[config.mk]
export PLATFORM = sky130hd
export DESIGN_NAME = track_period_meter
export DESIGN_NICKNAME = d
export VERILOG_FILES = /design/src/rtl/track_meter_pkg.sv /design/src/rtl/track_rec_fifo.sv /design/src/rtl/track_period_meter.sv
export SDC_FILE = /design/constraint.sdc
export NUM_CORES = 1
export LEC_CHECK = 0
export CORE_MARGIN = 5
export CORE_UTILIZATION = 42
export DETAILED_ROUTE_END_ITERATION = 10
export DONT_BUFFER_PORTS = 1
export PLACE_DENSITY = 0.61
export SLEW_MARGIN = 40
export SYNTH_ARGS = -nofsm -noshare
export SYNTH_HDL_FRONTEND = slang
export SYNTH_SLANG_ARGS = --single-unit
[constraint.sdc]
create_clock -name clk_i -period 17.7 [get_ports clk_i]
set_input_delay 2.655 -clock clk_i [delete_from_list [all_inputs] [get_ports clk_i]]
set_output_delay 2.655 -clock clk_i [all_outputs]
set_load 0.02 [all_outputs]
[src/rtl/track_meter_pkg.sv]
// rtl/track_meter_pkg.sv - shared types for the track period meter
package track_meter_pkg;

  typedef enum logic [1:0] {IDLE, ARM, MEASURE} state_t;

  localparam int REC_IDX_W = 32;
  localparam int REC_PER_W = 32;
  localparam int REC_W     = REC_IDX_W + REC_PER_W;

  typedef struct packed {
    logic [REC_IDX_W-1:0] index;
    logic [REC_PER_W-1:0] period;
  } rec_t;

  function automatic logic [REC_PER_W-1:0] sat_inc(input logic [REC_PER_W-1:0] v);
    return (&v) ? v : v + 1'b1;
  endfunction

endpackage

[src/rtl/track_rec_fifo.sv]
// rtl/track_rec_fifo.sv - first-word-fall-through record FIFO, push accepted when full if popping
module track_rec_fifo
  import track_meter_pkg::*;
#(
  parameter int DEPTH = 4
) (
  input  logic clk,
  input  logic rst,
  input  logic push,
  input  rec_t push_data,
  input  logic pop,
  output logic valid,
  output logic full,
  output rec_t head
);

  localparam int CW = $clog2(DEPTH) + 1;

  // Shift-down storage keeps the head in mem[0] so the outputs are plain registers.
  rec_t           mem   [DEPTH];
  rec_t           mem_n [DEPTH];
  logic [CW-1:0]  count;
  logic [CW-1:0]  count_n;
  logic [CW-1:0]  wr;
  logic           do_pop;
  logic           do_push;

  always_comb begin
    do_pop  = pop && valid;
    do_push = push && (!full || do_pop);
    mem_n   = mem;
    if (do_pop) begin
      for (int i = 0; i < DEPTH - 1; i++) mem_n[i] = mem[i+1];
      mem_n[DEPTH-1] = '0;
    end
    wr = count - CW'(do_pop);
    if (do_push) mem_n[wr[CW-2:0]] = push_data;
    count_n = count + CW'(do_push) - CW'(do_pop);
  end

  always_ff @(posedge clk or posedge rst) begin
    if (rst) begin
      for (int i = 0; i < DEPTH; i++) mem[i] <= '0;
      count <= '0;
      valid <= 1'b0;
      full  <= 1'b0;
    end else begin
      mem   <= mem_n;
      count <= count_n;
      valid <= (count_n != '0);
      full  <= (count_n == CW'(DEPTH));
    end
  end

  assign head = mem[0];

endmodule

[src/rtl/track_period_meter.sv]
// rtl/track_period_meter.sv - track-to-track period meter with record FIFO
// Optional watchdog enabled by defining TRACK_TIMEOUT_EN.
module track_period_meter
  import track_meter_pkg::*;
#(
  parameter real         TCQ            = 0.1,
  parameter int          FIFO_DEPTH     = 4,
  parameter logic [31:0] TIMEOUT_CYCLES = 32'd50_000_000
) (
  input  logic        clk_i,
  input  logic        rst_i,
  input  logic        pmt_start_en_i,
  input  logic        track_trigger_i,
  input  logic [31:0] track_index_i,
  input  logic        rec_ready_i,
  output logic        rec_valid_o,
  output logic [31:0] rec_index_o,
  output logic [31:0] rec_period_o,
  output logic        overflow_o,
  output logic        timeout_o
);

  state_t                state;
  logic [REC_PER_W-1:0]  count;
  logic                  start_q;
  logic                  start_rise;
  logic                  timeout_hit;
  logic                  push;
  logic                  pop;
  logic                  fifo_full;
  rec_t                  push_rec;
  rec_t                  head;

  assign start_rise = pmt_start_en_i && !start_q;
  assign pop        = rec_valid_o && rec_ready_i;
  assign push       = (state == MEASURE) && pmt_start_en_i && track_trigger_i && !timeout_hit;
  assign push_rec   = '{index: track_index_i, period: count};

`ifdef TRACK_TIMEOUT_EN
  assign timeout_hit = (state != IDLE) && (count == TIMEOUT_CYCLES);

  always_ff @(posedge clk_i or posedge rst_i) begin
    if (rst_i)                          timeout_o <= 1'b0;
    else if (state == IDLE && start_rise) timeout_o <= 1'b0;
    else if (timeout_hit)               timeout_o <= 1'b1;
  end
`else
  assign timeout_hit = 1'b0;
  assign timeout_o   = 1'b0;
`endif

  always_ff @(posedge clk_i or posedge rst_i) begin
    if (rst_i) begin
      state      <= IDLE;
      count      <= '0;
      start_q    <= 1'b0;
      overflow_o <= 1'b0;
    end else begin
      start_q <= pmt_start_en_i;
      if (push && fifo_full && !pop) overflow_o <= 1'b1;
      case (state)
        IDLE: begin
          count <= '0;
          if (start_rise) begin
            state      <= ARM;
            overflow_o <= 1'b0;
          end
        end
        default: begin
          if (!pmt_start_en_i) begin
            state <= IDLE;
            count <= '0;
          end else if (timeout_hit) begin
            // A stalled spindle restarts arming so no bogus period is ever recorded.
            state <= ARM;
            count <= '0;
          end else if (track_trigger_i) begin
            state <= MEASURE;
            count <= 32'd1;
          end else begin
            count <= sat_inc(count);
          end
        end
      endcase
    end
  end

  track_rec_fifo #(.DEPTH(FIFO_DEPTH)) u_fifo (
    .clk       (clk_i),
    .rst       (rst_i),
    .push      (push),
    .push_data (push_rec),
    .pop       (pop),
    .valid     (rec_valid_o),
    .full      (fifo_full),
    .head      (head)
  );

  assign rec_index_o  = head.index;
  assign rec_period_o = head.period;

endmodule

Yosys cells after proc, flatten, opt, wreduce, memory -nomap -nowiden
Cells that the tools add are included.
- register bits: 297
- bits in latches: 0
- memory bits (writable): 0
- bits in read-only memories: 0
- input bits: 37
- output and inout port bits: 67
- memories kept: 0
- add/subtract/negate cells: 4
- $mul: 0
- div/mod/pow operators: 0
- magnitude comparators: 2
- equal/unequal tests: 5
- shift-type cells: 0
- muxes and demuxes: 16
- bitwise operators: 1
- reduce and logical (&&, ||, !) cells: 17
- operator list (operator ; number):
    256-bit two-way mux ; 2
    256-bit bitwise mux ; 1
    64-bit demux with 2-bit select ; 1
    32-bit two-way mux ; 4
    64-bit two-way mux ; 1
    32-bit by 1-bit adder with 32-bit output, second input constant ; 1
    32-bit AND reduction ; 1
    1-bit logical AND ; 9
    2-bit two-way mux ; 4
    4-bit by 3-bit != test with 1-bit output, second input constant ; 1
    3-bit by 1-bit adder with 3-bit output ; 1
    3-bit equality test, second input constant ; 1
    3-bit >= comparator, second input constant ; 1
    1-bit zero test ; 3
    3-bit by 1-bit less-than comparator with 1-bit output, second input constant ; 1
    1-bit two-way mux ; 3
    3-bit by 1-bit != test with 1-bit output, second input constant ; 1
    2-bit inverter with 3-bit output ; 1
    3-bit nonzero test ; 1
    3-bit by 1-bit subtractor with 3-bit output ; 1
    2-bit equality test, second input constant ; 1
    2-bit zero test ; 1
    2-bit != test, second input constant ; 1
    2-bit AND reduction ; 1
    other kinds (2) ; 2

Depth between registers and ports, before layout
Gate-level depths: netlist (run 1).
- depth after elaboration: 10
- mapped depth: 13
- depth with buffers taken out: 11

Modules after synthesis
A second synthesis (run 1) with hierarchy kept.
- cell total of the unflattened synthesis: 1178
- area, all modules: 14433.8 um2
- modules (own cells, without submodules) (module ; instances ; cells each ; area an instance (um2) ; sequential area each (um2)):
    track_rec_fifo ; 1 ; 981 ; 12530.8 ; 6531.3
    track_period_meter ; 1 ; 197 ; 1903.1 ; 900.9

Worst setup path before layout (run 1)
Ideal clock, no wire load.
- path type: input port to flip-flop
- start: input port rec_ready_i
- end: register u_fifo.mem (netlist bit u_fifo.head[43])
- setup time: 0.083 ns
- data arrival time: 5.203 ns
- required time: 17.617 ns
- slack: 12.415 ns
- stages on the path: 13
- path buffers: 5
- path through: nand2_1 clkinv_1 clkbuf_1 clkbuf_1 ha_1 inv_1 ha_1 nor4_1 clkbuf_1 clkbuf_1 clkbuf_1 nand2_1 o21ai_0
- RTL lines (item ; RTL line ; source):
    start, declared ; track_period_meter.sv:15 ; input logic rec_ready_i,
    end signal, assigned ; track_rec_fifo.sv:48 ; mem <= mem_n;
    end, declared ; track_rec_fifo.sv:20 ; rec_t mem [DEPTH];

==> flow_summary.json, run 1 <==
{
  "postSynthCellCount": 1514,
  "cap_violations": 0,
  "hold_class": "flip-flop to flip-flop",
  "grt_use_met1": 0.240,
  "hold_depth": 2,
  "syn_nets": 1556,
  "dr.pass1.iters": 5,
  "areaGrowthSynthToFinish_pct": 6.52,
  "synth_top_area_share": 0.532,
  "slew_violations": 0,
  "r2r_cells": 8,
  "drt_iter0_drc": 717,
  "met3_usage": 0.0438,
  "fmax_mhz": 193,
  "hold_path_end": "u_fifo.mem[29]$_DFF_PP0_",
  "synthTopCellsByArea": "dfrtp_1, nand2_1, mux2i_1",
  "slew_headroom": 0.444,
  "leakage_uw": 0.00652,
  "drc": 0,
  "die_h_um": 192,
  "cp.required_ns": 18.04,
  "synth-edff-count": 0,
  "clkLatencyLatePin_ns": 0.50,
  "detail-route-antenna-nets": 0,
  "critPathArrivalTime_ns": 5.53,
  "grt_pass1_wl_um": 52100,
  "h-tree-depth": 2,
  "root_buffer": "clkbuf_16",
  "place_hpwl_um": 18600,
  "status": "finished, final reports clean",
  "rr_endpoint": "u_fifo.mem[156]$_DFF_PP0_",
  "powerDensity_mw_per_mm2": 110,
  "top_usage_layer": "met2",
  "grt-ovfl-total": 0,
  "antenna_found_initial": 0,
  "setup_viol": 0,
  "rsz0062_at_grt": "no",
  "clock_sinks": 297,
  "power_uw": 1640,
  "diodes": 0,
  "fin_tns_setup_ns": 0,
  "rows": 66,
  "grt_usage": 0.169,
  "final_layout_size_suffix_gt1_frac": 0.0629,
  "io_buffers": 0,
  "synth_seq_cells": 297,
  "grt_pass1_vias": 9717,
  "timing.final.crit_share": 0.293,
  "synth_area_mm2": 0.0140,
  "wl_per_cell_um": 16.6,
  "io_pins": 104,
  "crit_fanout": 102,
  "synth_cell_types": 48,
  "reg2reg_slack_ns": 13.99,
  "cts_made_buffers": 34,
  "gp_congestion": 0.768,
  "clk_pin_slew_ns": 0.06,
  "hold_buffers": 0,
  "via_per_inst": 5.32,
  "cts_setup_buffers": 0,
  "ys_seq_area_frac": 0.532,
  "coreArea_mm2": 0.0327,
  "fin_nets": 1416,
  "clockBufferDepth": 3,
  "start_kind": "primary input",
  "criticalPathCategory": "primary input to flip-flop",
  "cts_resized": 0,
  "worst_setup_path_end_kind": "flip-flop",
  "synth_ff_type": "dfrtp_1",
  "synthArstFlopShare": 1.00,
  "period_needed_ns": 5.19,
  "finClkSkew_ns": 0.00949,
  "avgSynthCellArea_um2": 9.23,
  "hold_viol": 0,
  "hold_path.startpoint": "u_fifo.mem[29]$_DFF_PP0_",
  "die-area_mm2": 0.0370,
  "met2_usage": 0.262,
  "cts_tree": "built",
  "wl_um": 30600,
  "yosys.area.top_type": "dfrtp_1",
  "vias": 9797,
  "worstMarginPinSlew_ns": 0.834,
  "initial_core_util": 0.427,
  "grt_max_degree": 110,
  "ir_drop_v": 0.0000668,
  "r2r-start": "u_fifo.valid$_DFF_PP0_",
  "yosys_warnings": 0,
  "fp.dieW_um": 192,
  "whs_ns": 0.526
}
## cells in the mapped netlist (4+ instances only)
library cell / n
dfrtp_1: 297
nor3_1: 10
o31ai_1: 8
buf_4: 67
a31oi_1: 75
nor4_1: 10
nand3_1: 12
or3_1: 5
nand4_1: 8
or4_1: 9
xnor2_1: 8
and3_1: 4
buf_2: 15
nand2_1: 398
clkbuf_1: 106
nor2_1: 73
inv_1: 15
o21ai_0: 197
mux2i_1: 129
ha_1: 4
o211ai_1: 4
a41oi_1: 5
a21oi_1: 15
## registers in the layout (all words and copies together) (netlist names)
| signal | cells |
|---|---|
| overflow_o | 1 |
| start_q | 1 |
| count | 32 |
| state | 2 |
| u_fifo.full | 1 |
| u_fifo.head | 64 |
| u_fifo.valid | 1 |
| u_fifo.count | 3 |
| u_fifo.mem | 192 |
## cell usage in the layout (no fill, tap or decap), types with 7 or more instances in the layout
cell type and n:
nor2_1 72, or4_1 9, nand2_1 397, nand3_1 12, xnor2_1 8, inv_1 14
buf_4 12, dfrtp_1 297, o21ai_0 196, mux2i_1 129, a31oi_1 75, clkinv_2 10
a21oi_1 15, nor4_1 7, clkbuf_16 37, nor3_1 9, o31ai_1 8, nand4_1 8
## power breakdown
part	internal (µW)	total [µW]	switching [µW]	leakage (µW)
sequential	719	763	44.3	0.00412
clock	441	720	279	0.000572
combinational	53.5	155	101	0.00182
total	1210	1640	425	0.00652
## final cells by class
cell class	count	area [µm²]
timing repair buffer	17	146
fill	3131	17800
multi-input combinational	1008	5520
tap	442	553
clock buffer	46	1000
sequential	297	7430
clock inverter	15	155
inverter	16	80.1
## how the worst max path moves through the flow
stage	from	endpoint	slack, ns	cells after the start
floorplan	rst_i	count[0]$_DFFE_PP0P_	6.84	1
global placement	rec_ready_i	u_fifo.mem[150]$_DFF_PP0_	11.93	8
detailed placement	rec_ready_i	u_fifo.mem[156]$_DFF_PP0_	11.98	8
CTS	rec_ready_i	u_fifo.mem[156]$_DFF_PP0_	12.52	8
global route	rec_ready_i	u_fifo.mem[150]$_DFF_PP0_	12.31	8
finish	rec_ready_i	u_fifo.mem[156]$_DFF_PP0_	12.51	8
## critical path, stage by stage
cell,delay (ns)
nand2_4,0.27
inv_8,0.62
ha_1,0.31
inv_1,0.05
ha_1,0.34
nor4_2,0.39
buf_6,0.59
o21ai_0,0.23
## logic make-up after synthesis
family	Yosys count	share of synthesized area
simple gates	547	0.162
flops	297	0.532
buf+inv	209	0.0761
other cells	1	0.000268
xor+xnor	8	0.00501
mux	129	0.0924
fa+ha+maj	5	0.00501
compound gates	318	0.127
## metrics by stage
stage | cells | worst slack (ns) | utilization | cell area, µm²
floorplan | 1514 | 6.84 | - | 14000
global placement | 1780 | 11.93 | 0.419 | 13700
detailed placement | 1780 | 11.98 | 0.419 | 13700
CTS | 1841 | 12.52 | 0.455 | 14900
global route | 1841 | 12.31 | 0.455 | 14900
finish | 1841 | 12.51 | 0.455 | 14900
## per-layer routing
metal	routed length [µm]	up-vias
met1	14200	4738
met3	2050	39
met2	13900	206
met4	494	0
li1	-	4814
met5	0	-
Power figures use the tool's default switching activity.
==> run 2, diff against run 1 <==
Clock period 17.7 ns to 4.9 ns, I/O delays scaled along.
==> run 2 against run 1 <==
Compared with the run above: sequential share of layout area decreased by 0.43 points; register-to-register slack got worse by 12 ns; combinational power increased to 3.7 times the previous value; via count decreased by 0.11%; largest power group unchanged; total power increased to 3.7 times the previous value; cell count increased by 0.27%; clock skew increased by 0.0076 ns; hold slack got worse by 0.43 ns; setup slack got worse by 11 ns; first-iteration DRC count decreased by 0.14%; non-clock buffer count increased by 7.
==> flow_summary.json, run 2 (synthesis results as in run 1) <==
{
  "status": "finished, final reports clean",
  "worst_slack_ns": 1.50,
  "antenna_found_initial": 0,
  "drt_iter0_drc": 716,
  "hold_buffers": 0,
  "final_area_mm2": 0.0150,
  "cp.required_ns": 5.24,
  "p_int_uw": 4460,
  "dr.pass1.iters": 6,
  "instances_no_fill": 1846,
  "gp_congestion": 0.764,
  "whs_ns": 0.0998,
  "slowest_delay_ns": 0.68,
  "final_common_cell": "nand2_1",
  "crit_top_cell": "ha_1",
  "criticalPathCategory": "flip-flop to flip-flop",
  "h-tree-depth": 2,
  "finClkSkew_ns": 0.0171,
  "cts_tree": "built",
  "cts_made_buffers": 35,
  "timing.final.crit_share": 0.694,
  "top_register": "u_fifo.mem",
  "powerDensity_mw_per_mm2": 399,
  "areaGrowthSynthToFinish_pct": 7.45,
  "rows": 66,
  "switching_power_uw": 1530,
  "vias": 9786,
  "place_hpwl_um": 18500,
  "grt_pass1_vias": 9490,
  "cap_violations": 0,
  "die_h_um": 192,
  "critPathArrivalTime_ns": 3.74,
  "grt_usage": 0.166,
  "coreArea_mm2": 0.0327,
  "p_comb_frac": 0.095,
  "grt_pass1_wl_um": 50900,
  "grt-ovfl-total": 0,
  "power_frac_seq": 0.460,
  "fin_nets": 1424,
  "clock_sinks": 297,
  "start_kind": "flip-flop",
  "clockBufferDepth": 3,
  "leakage_uw": 0.00658,
  "dp.cells": 1785,
  "hold_viol": 0,
  "io_buffers": 0,
  "fp.dieW_um": 192,
  "p_clk_frac": 0.444,
  "slew_violations": 0,
  "wl_per_cell_um": 16.7,
  "pre_cts_slack_ns": 1.42,
  "switching_share": 0.255,
  "clk_pin_slew_ns": 0.06,
  "worstMarginPinSlew_ns": 0.838,
  "largest_reg_flops": 192,
  "layout_common_cells": "nand2_1, dfrtp_1, o21ai_0, mux2i_1, a31oi_1",
  "path_buf_inv": 3,
  "period_needed_ns": 3.40,
  "die-area_mm2": 0.0370,
  "drc": 0,
  "slowest_stage": "buf_4",
  "final_layout_size_suffix_gt1_frac": 0.0655,
  "via_per_inst": 5.30,
  "setup_viol": 0,
  "grt_max_degree": 117,
  "place_area_mm2": 0.0138,
  "rsz0062_at_grt": "no",
  "cts_resized": 0,
  "fin_tns_setup_ns": 0,
  "wl_um": 30800,
  "diodes": 0,
  "hold_class": "primary input to async pin",
  "ir_drop_v": 0.000285,
  "initial_core_util": 0.427,
  "clkLatencyLatePin_ns": 0.51,
  "crit_fanout": 78,
  "detail-route-antenna-nets": 0,
  "io_pins": 104,
  "cts_setup_buffers": 0,
  "fmax_mhz": 294,
  "crit_chain": "nand2_4 > inv_8 > ha_1 > inv_1 > ha_1 > nor4_2 > buf_4 > o21ai_0",
  "slew_headroom": 0.441,
  "root_buffer": "clkbuf_16",
  "crit_family": "buffers and inverters",
  "worst_setup_path_end_kind": "flip-flop"
}
[run 2: changes by cell type in the layout (fill, tap and decap cells not counted), sizes merged]
cell,change
inv,+1
clkbuf,+5
buf,+7
clkinv,-8
[run 2: power groups by stage]
stage          sequential (µW)  combinational (µW)  clock, µW
5_1_grt                   2780                 643       2840
6_report                  2760                 571       2660
3_3_place_gp              2800                 555          0
3_5_place_dp              2800                 574          0
2_1_floorplan             2700                 587          0
4_1_cts                   2760                 576       2740
[run 2: through the flow]
stage	power (µW)	utilization
2_1_floorplan	3290	-
3_3_place_gp	3360	0.421
3_5_place_dp	3380	0.422
4_1_cts	6070	0.458
5_1_grt	6250	0.459
6_report	5990	0.459
[run 2: final timing paths]
check	start	end	slack, ns	cells after the start
setup / recovery	u_fifo.valid$_DFF_PP0_	u_fifo.head[1]$_DFF_PP0_	1.50	8
hold / removal	rst_i	u_fifo.head[20]$_DFF_PP0_	0.1	1
setup reg to reg	u_fifo.valid$_DFF_PP0_	u_fifo.head[1]$_DFF_PP0_	1.50	8
hold reg to reg	start_q$_DFF_PP0_	overflow_o$_DFF_PP0_	0.51	2
max in group asynchronous	rst_i	u_fifo.mem[65]$_DFF_PP0_	3.79	3
min in group clk_i	pmt_start_en_i	start_q$_DFF_PP0_	0.27	0
[run 2: final cells by class]
type / count / area, µm²
Timing Repair Buffer: 24 / 259
Inverter: 16 / 71.3
Multi-Input combinational cell: 1008 / 5510
Tap cell: 442 / 553
Clock inverter: 8 / 121
Clock buffer: 51 / 1070
Fill cell: 3123 / 17700
Sequential cell: 297 / 7430
[run 2: metal layers]
layer / track usage / part of all wire / vias up
li1: - / - / 4826
met1: 0.238 / 0.48 / 4755
met2: 0.255 / 0.44 / 164
met3: 0.0378 / 0.055 / 41
met4: 0.0436 / 0.020 / 0
met5: 0 / 0 / -
